$ cat src/rtl/fifo_serial_pkg.sv
// Shared definitions for the io881 serial transmit stage: state encoding,
// line levels and default widths.
package fifo_serial_pkg;

  localparam int DEFAULT_WIDTH     = 8;
  localparam int DEFAULT_DIV_WIDTH = 16;

  localparam logic TXD_IDLE  = 1'b1;
  localparam logic TXD_START = 1'b0;

  typedef enum logic [2:0] {
    IDLE,
    START,
    DATA,
    PARITY,
    STOP
  } tx_state_e;

endpackage

$ cat src/rtl/fifo_baud_counter.sv
// Loadable bit-period down-counter; tick is high while the count sits at zero,
// so a bit ends on the edge where the counter has already reached zero.
module fifo_baud_counter
  import fifo_serial_pkg::*;
#(
  parameter int DIV_WIDTH = DEFAULT_DIV_WIDTH
) (
  input  logic                 clk,
  input  logic                 rst_n,
  input  logic                 load,
  input  logic [DIV_WIDTH-1:0] load_value,
  output logic                 tick
);

  logic [DIV_WIDTH-1:0] r_count;

  // NOTE: sequential state uses non-blocking assignments so every register
  // samples pre-edge values, independent of block ordering.
  always_ff @(posedge clk or negedge rst_n) begin
    if (!rst_n) begin
      r_count <= '0;
    end else if (load) begin
      r_count <= load_value;
    end else if (r_count != '0) begin
      r_count <= r_count - 1'b1;
    end
  end

  assign tick = (r_count == '0);

endmodule

$ cat src/rtl/fifo_serial_tx.sv
// Final FIFO element of the io881 transmit path: accepts one word when empty
// and serialises it as start, data LSB first, optional parity, stop.
module fifo_serial_tx
  import fifo_serial_pkg::*;
#(
  parameter int WIDTH     = DEFAULT_WIDTH,
  parameter int DIV_WIDTH = DEFAULT_DIV_WIDTH
) (
  input  logic                 clk,
  input  logic                 rst_n,
  input  logic [WIDTH-1:0]     d_in,
  input  logic                 d_in_strobe,
  output logic                 used,
  input  logic [DIV_WIDTH-1:0] divisor,
  input  logic                 parity_en,
  input  logic                 parity_odd,
  output logic                 txd
);

  localparam int CNT_W = $clog2(WIDTH + 1);

  tx_state_e            r_state;
  logic [WIDTH-1:0]     r_shift;
  logic [CNT_W-1:0]     r_bit_cnt;
  logic [DIV_WIDTH-1:0] r_divisor;
  logic                 r_parity_en;
  logic                 r_parity_odd;
  logic                 r_data_xor;
  logic                 r_txd;
  logic                 r_used;

  logic                 w_capture;
  logic                 w_tick;
  logic                 w_load;
  logic [DIV_WIDTH-1:0] w_load_value;
  logic                 w_last_bit;

  assign w_capture    = (r_state == IDLE) && d_in_strobe;
  assign w_load       = w_capture || ((r_state != IDLE) && w_tick);
  // The capture edge loads the live divisor, since it is being latched on that same edge.
  assign w_load_value = (r_state == IDLE) ? divisor : r_divisor;
  assign w_last_bit   = (r_bit_cnt == CNT_W'(WIDTH - 1));

  fifo_baud_counter #(
    .DIV_WIDTH(DIV_WIDTH)
  ) u_baud (
    .clk       (clk),
    .rst_n     (rst_n),
    .load      (w_load),
    .load_value(w_load_value),
    .tick      (w_tick)
  );

  always_ff @(posedge clk or negedge rst_n) begin
    if (!rst_n) begin
      r_state      <= IDLE;
      r_shift      <= '0;
      r_bit_cnt    <= '0;
      r_divisor    <= '0;
      r_parity_en  <= 1'b0;
      r_parity_odd <= 1'b0;
      r_data_xor   <= 1'b0;
      r_txd        <= TXD_IDLE;
      r_used       <= 1'b0;
    end else begin
      case (r_state)
        IDLE: begin
          if (d_in_strobe) begin
            r_shift      <= d_in;
            r_divisor    <= divisor;
            r_parity_en  <= parity_en;
            r_parity_odd <= parity_odd;
            r_data_xor   <= ^d_in;
            r_bit_cnt    <= '0;
            r_txd        <= TXD_START;
            r_used       <= 1'b1;
            r_state      <= START;
          end
        end
        START: begin
          if (w_tick) begin
            r_txd   <= r_shift[0];
            r_state <= DATA;
          end
        end
        DATA: begin
          if (w_tick) begin
            r_shift   <= r_shift >> 1;
            r_bit_cnt <= r_bit_cnt + CNT_W'(1);
            if (!w_last_bit) begin
              r_txd <= r_shift[1];
            end else if (r_parity_en) begin
              r_txd   <= r_data_xor ^ r_parity_odd;
              r_state <= PARITY;
            end else begin
              r_txd   <= TXD_IDLE;
              r_state <= STOP;
            end
          end
        end
        PARITY: begin
          if (w_tick) begin
            r_txd   <= TXD_IDLE;
            r_state <= STOP;
          end
        end
        STOP: begin
          if (w_tick) begin
            r_used  <= 1'b0;
            r_state <= IDLE;
          end
        end
        default: begin
          r_txd   <= TXD_IDLE;
          r_used  <= 1'b0;
          r_state <= IDLE;
        end
      endcase
    end
  end

  assign txd  = r_txd;
  assign used = r_used;

endmodule

$ cat config.mk
export PLATFORM = sky130hd
export DESIGN_NAME = fifo_serial_tx
export DESIGN_NICKNAME = d
export VERILOG_FILES = /design/src/rtl/fifo_serial_pkg.sv /design/src/rtl/fifo_baud_counter.sv /design/src/rtl/fifo_serial_tx.sv
export SDC_FILE = /design/constraint.sdc
export NUM_CORES = 1
export LEC_CHECK = 0
export ABC_AREA = 0
export BUFFER_PORTS_ARGS = -buffer_cell sky130_fd_sc_hd__buf_4
export CAP_MARGIN = 20
export CORE_ASPECT_RATIO = 1.5
export CORE_MARGIN = 4
export CORE_UTILIZATION = 25
export CTS_CLUSTER_SIZE = 25
export DETAILED_ROUTE_END_ITERATION = 7
export PLACE_DENSITY_LB_ADDON = 0.12
export RECOVER_POWER = 50
export SYNTH_ARGS = -nofsm -noshare
export SYNTH_HDL_FRONTEND = slang
export SYNTH_SLANG_ARGS = --single-unit
$ cat constraint.sdc
create_clock -name clk -period 2.15 [get_ports clk]
set_input_delay 0.1075 -clock clk [delete_from_list [all_inputs] [get_ports clk]]
set_output_delay 0.1075 -clock clk [all_outputs]
set_load 0.05 [all_outputs]
Yosys cells after proc, flatten, opt, wreduce, memory -nomap -nowiden --
Cells that the tools add are included. W data, S select, Z words.
Storage, ports and cells: register bits after elaboration 52, bits of input ports 29, output and inout bits 2, word-level logic and storage cells 69
Cells by class: $add $sub $neg 2, eq/ne operators 11, mux-type cells 27, bitwise operators 3, reduce and logical (&&, ||, !) cells 16
Operators with widths (number):
- $mux W16 | 3
- $mux W3 | 7
- $logic_not A16 Y1 | 1
- $mux W8 | 2
- $pmux W8 S2 | 1
- $reduce_bool A16 Y1 | 1
- $sub A16 B1 Y16 const B | 1
- $pmux W3 S5 | 1
- $ne A2 B2 Y1 const B | 6
- $mux W1 | 8
- $mux W4 | 2
- $pmux W4 S2 | 1
- $reduce_xor A8 Y1 | 1
- $eq A3 B2 Y1 const B | 2
- $reduce_and A3 Y1 | 2
- $reduce_and A6 Y1 | 1
- $pmux W1 S5 | 1
- $reduce_and A5 Y1 | 1
- $add A4 B1 Y4 const B | 1
- $eq A4 B3 Y1 const B | 1
- $reduce_bool A2 Y1 | 2
- $eq A3 B1 Y1 const B | 1
- $eq A3 B3 Y1 const B | 1
- $logic_not A3 Y1 | 1
- other kinds (8) | 10

Longest topological paths before layout --
word-level depth 5, depth in mapped cells 9, gate-level depth less buffers 7

Hierarchy --
Synthesis repeated with hierarchy kept, for this count alone.
Second synthesis, totals: cell total of the unflattened synthesis 267, area total of the unflattened synthesis 2905.3 sq um
By module, submodules not included:
- fifo_serial_tx | times used 1, cells an instance 163, area an instance 1899.3 sq um, sequential area each 902.1 sq um
- fifo_baud_counter | times used 1, cells an instance 104, area an instance 1006.0 sq um, sequential area each 400.4 sq um

Least setup slack after synthesis --
No wires, ideal clock.
kind reg-to-reg, from register u_baud.r_count[0], to register u_baud.r_count[10], setup time 0.126 ns, data arrival time 2.016 ns, required time 2.024 ns, path slack 0.008 ns, stages on the path, launching flop included 9, path buffers 1, clock period less this slack 2.142 ns, cells stage by stage dfrtp_1 -> inv_1 -> ha_1 -> or4b_1 -> clkbuf_1 -> nor3b_4 -> xnor2_1 -> a21oi_1 -> a221o_1
Between the ends: word-level cells in the longest chain between the ends 4, elaborated cells on any way between the ends 8, classes of those cells add/sub: 1; mux: 2; reduce/logical: 5
RTL lines:
- start, declared | RTL line fifo_baud_counter.sv:15 | logic [DIV_WIDTH-1:0] r_count;
- start signal, assigned | RTL line fifo_baud_counter.sv:23 | r_count <= load_value;
- start signal, assigned | RTL line fifo_baud_counter.sv:25 | r_count <= r_count - 1'b1;
- parallel branches: the longest is 4 deep, another holds $sub A16 B1 Y16
Parallel ways; which one is timed is not known. The select of a mux whose other input is x is not followed. A chain may end at the register's enable or synchronous reset.

Worst setup path after layout --
from register u_baud.r_count[0], to register u_baud.r_count[4]
Same word-level chain as after synthesis.

==> flow_metrics.tcl <==
set metrics [dict create \
    outcome "finished clean" \
    period_share_pct 94.8 \
    ys_async_sr_fraction_pct 100 \
    drt-wirelength-per-cell_um 15.6 \
    nets 394 \
    yosysMostFrequentCell "nand2_1" \
    ys.flop_type "dfrtp_1" \
    synth_area_per_cell_sq_um 9.33 \
    rows 47 \
    critical_path.max_fanout 3 \
    seq_area_sq_um 1300 \
    reg2regPathDepth 8 \
    timing.rr.end "u_baud.r_count[4]" \
    critPathLaunch "u_baud.r_count[0]" \
    numPortBuffers 30 \
    core_area_sq_um 11100 \
    n_fill_cell 1219 \
    cts_made_buffers 5 \
    ys_ff_latch 52 \
    cp-endpoint "u_baud.r_count[4]" \
    switching_share_pct 31.4 \
    grtUsageTotal_pct 12.9 \
    setup_viol 0 \
    max_freq_mhz 490 \
    die_area_sq_um 13100 \
    ys_warn_count 0 \
    r2r_start "u_baud.r_count[0]" \
    p_comb_share_pct 26.8 \
    syn_area_sq_um 2820 \
    synth_edf_count 0 \
    path_cells "inv_2 > ha_2 > nor4b_4 > and4_4 > buf_4 > or4b_1 > or3_1 > nand4_1" \
    peakVddDrop_v 0.000377 \
    final_util_pct 32.8 \
    grt_pass1_wl_um 13200 \
    ios 31 \
    setup_ws_ns 0.111 \
    synth_top_area_share_pct 45.3 \
    synth_compound_area_share_pct 12.2 \
    p_per_area_nw_per_um2 811 \
    clock_skew_ns 0.00564 \
    clk_latency_ns 0.30 \
    wl_um 7970 \
    max_stage_delay_ns 0.48 \
    synth_common_cells "74 x nand2_1, 51 x dfrtp_1, 17 x nor2_1" \
    synth_cell_types 55 \
    p_switching_uw 923 \
    via_per_inst 4.70 \
    grt_max_degree 53 \
    cts_root_buf "clkbuf_16" \
    dr.pass1.iters 4 \
    cp.required_ns 2.38 \
    drc_errors 0 \
    die_h_um 138 \
    synthMuxAreaShare_pct 6.35 \
    reg2reg_slack_ns 0.11 \
    synth_nets 334 \
    placed_area_sq_um 3430 \
    syn-instance-count 302 \
    synth_fa_ha_area_share_pct 1.33 \
    fin_setup_tns_ns 0 \
    critPathKind "flip-flop to flip-flop" \
    synth_top_family_by_area "simple AND/OR/NAND/NOR gates" \
    die_x_um 94.7 \
    synth-xor-area-share_pct 4.97 \
    leakage_nw 1.58 \
    hold_viol 0 \
    drtIter0Drc 49 \
    post-place-cells 500 \
    ys_seq_area_share_pct 46.2 \
    antenna_left 0 \
    clock_power_share_pct 27.6 \
    slew_viol_final 0 \
    worstMarginPinSlew_ns 1.39 \
    synth_top_area_cell "dfrtp_1" \
    vias 2398 \
    hpwl_um 5860 \
    clk_path_buf_depth 2 \
    initial_core_util_pct 25.5 \
    hold_path_class "input pin to flip-flop" \
    cp.arrival_ns 2.27 \
    timing.slew.headroom_pct 7.35 \
    critPathLaunchType "flip-flop" \
    place.gp.congestion 0.793 \
    final_layout_size_suffix_gt1_share_pct 28.1 \
    place_ws_ns -0.00730 \
    cts_max_level 2 \
    max-cap-violations 0 \
    crit_path_end_kind "flip-flop" \
    period_needed_ns 2.04 \
    final_area_sq_um 3620 \
    synthTopCellsByArea "dfrtp_1 45%, nand2_1 9.9%, mux2_2 6.0%, xnor2_1 3.7%, o21ai_0 2.5%" \
    seqPwrFrac_pct 45.6 \
    finalPower_mw 2.94 \
    tritoncts "done" \
    antennaDiodeCount 0 \
    yosys.area_share.simple_pct 26.2 \
    multi_input_area_sq_um 1470 \
    holdWs_ns 0.00633 \
    post-cts-setup-buffer-count 0 \
    clk_pin_slew_worst_paths_ns 0.07 \
    antenna_found_initial 0 \
    first_global_vias 2520 \
    cts_sinks 52 \
    syn2layout_area_growth_pct 28.5 \
    cp_slowest_cell "or4b_1" \
    p_int_mw 2.01 \
    fin_cells 510 \
    overflow 0 \
]
[power groups by stage]
stage | Sequential, mW | Clock, mW | Combinational [mW]
finish | 1.34 | 0.810 | 0.788
floorplan | 1.33 | 0 | 0.464
CTS | 1.33 | 0.842 | 0.788
global placement | 1.34 | 0 | 0.767
global route | 1.37 | 0.873 | 0.882
detailed placement | 1.34 | 0 | 0.778
[area by class of cell]
type	instances	area share, %
Sequential cell	52	35.9
Clock inverter	2	0.345
Inverter	5	0.518
Timing Repair Buffer	67	14.0
Clock buffer	6	3.56
Multi-Input combinational cell	231	40.6
Tap cell	147	5.08
[cells in the final DEF (no fill, tap or decap), drive strengths merged, types with 2 or more instances in the layout]
cell	Yosys	layout
nor4b	2	2
o41ai	2	2
nor2	17	17
o22ai	2	2
nand2	74	74
xor2	4	4
a21oi	10	10
nand3b	3	3
dlygate4sd3	0	2
or4b	3	3
mux2	15	15
and4	2	2
nor4	5	5
nor3	7	7
xnor2	12	12
a221o	3	3
ha	3	3
clkbuf	10	8
inv	5	5
nand3	13	13
nor3b	2	2
nand4	6	6
or3	4	4
dfrtp	51	51
buf	4	63
o21ai	14	14
o211ai	7	7
[sequential cells by signal, summed over array words and instances, names as in the netlist]
signal          flops
r_parity_odd        1
txd                 1
r_divisor          16
u_baud.r_count     16
r_data_xor          1
used                1
r_shift             8
r_state             3
r_bit_cnt           4
r_parity_en         1
[how the worst min path moves through the flow]
stage | from | to | slack [ns] | cells past startpoint
finish | parity_en | r_parity_en | 0.006 | 3
global route | divisor[10] | r_divisor[10] | 0.02 | 3
CTS | parity_en | r_parity_en | 0.0001 | 3
detailed placement | rst_n | r_state[1] | 0.22 | 1
global placement | rst_n | r_state[1] | 0.21 | 1
floorplan | rst_n | r_bit_cnt[0] | -0.19 | 0
[what timing repair did]
| action | in CTS | in global routing |
|---|---|---|
| hold endpoints to repair | 52 | 0 |
| hold buffers | 2 | 0 |
| pin swaps | 1 | 2 |
| gates resized for setup | 3 | 8 |
| endpoints found under the setup margin | 10 | 14 |
[routing by layer]
metal	wire [um]	share of wire [%]	vias up	track usage, %
met2	4340	54	28	23.4
li1	-	-	1186	-
met3	170	2.1	6	1.79
met1	3350	42	1178	15.4
met4	103	1.3	0	3.65
met5	0	0	-	0
[critical path, delay by kind of cell (launching register included)]
kind | cells | cell delay [ns]
buf+inv | 2 | 0.19
flops | 1 | 0.36
fa+ha+maj | 1 | 0.19
simple gates | 5 | 1.22
[cell families (layout without fill, tap and decap cells)]
group                      Yosys count  after routing
DFF                                 52             52
AOI/OAI and AO/OA                   51             51
muxes                               16             16
xor gates and xnor gates            16             16
buffers and inverters               19             80
adders and majority gates            3              3
and+or+nand+nor                    145            145
Power figures use the tool's default switching activity.
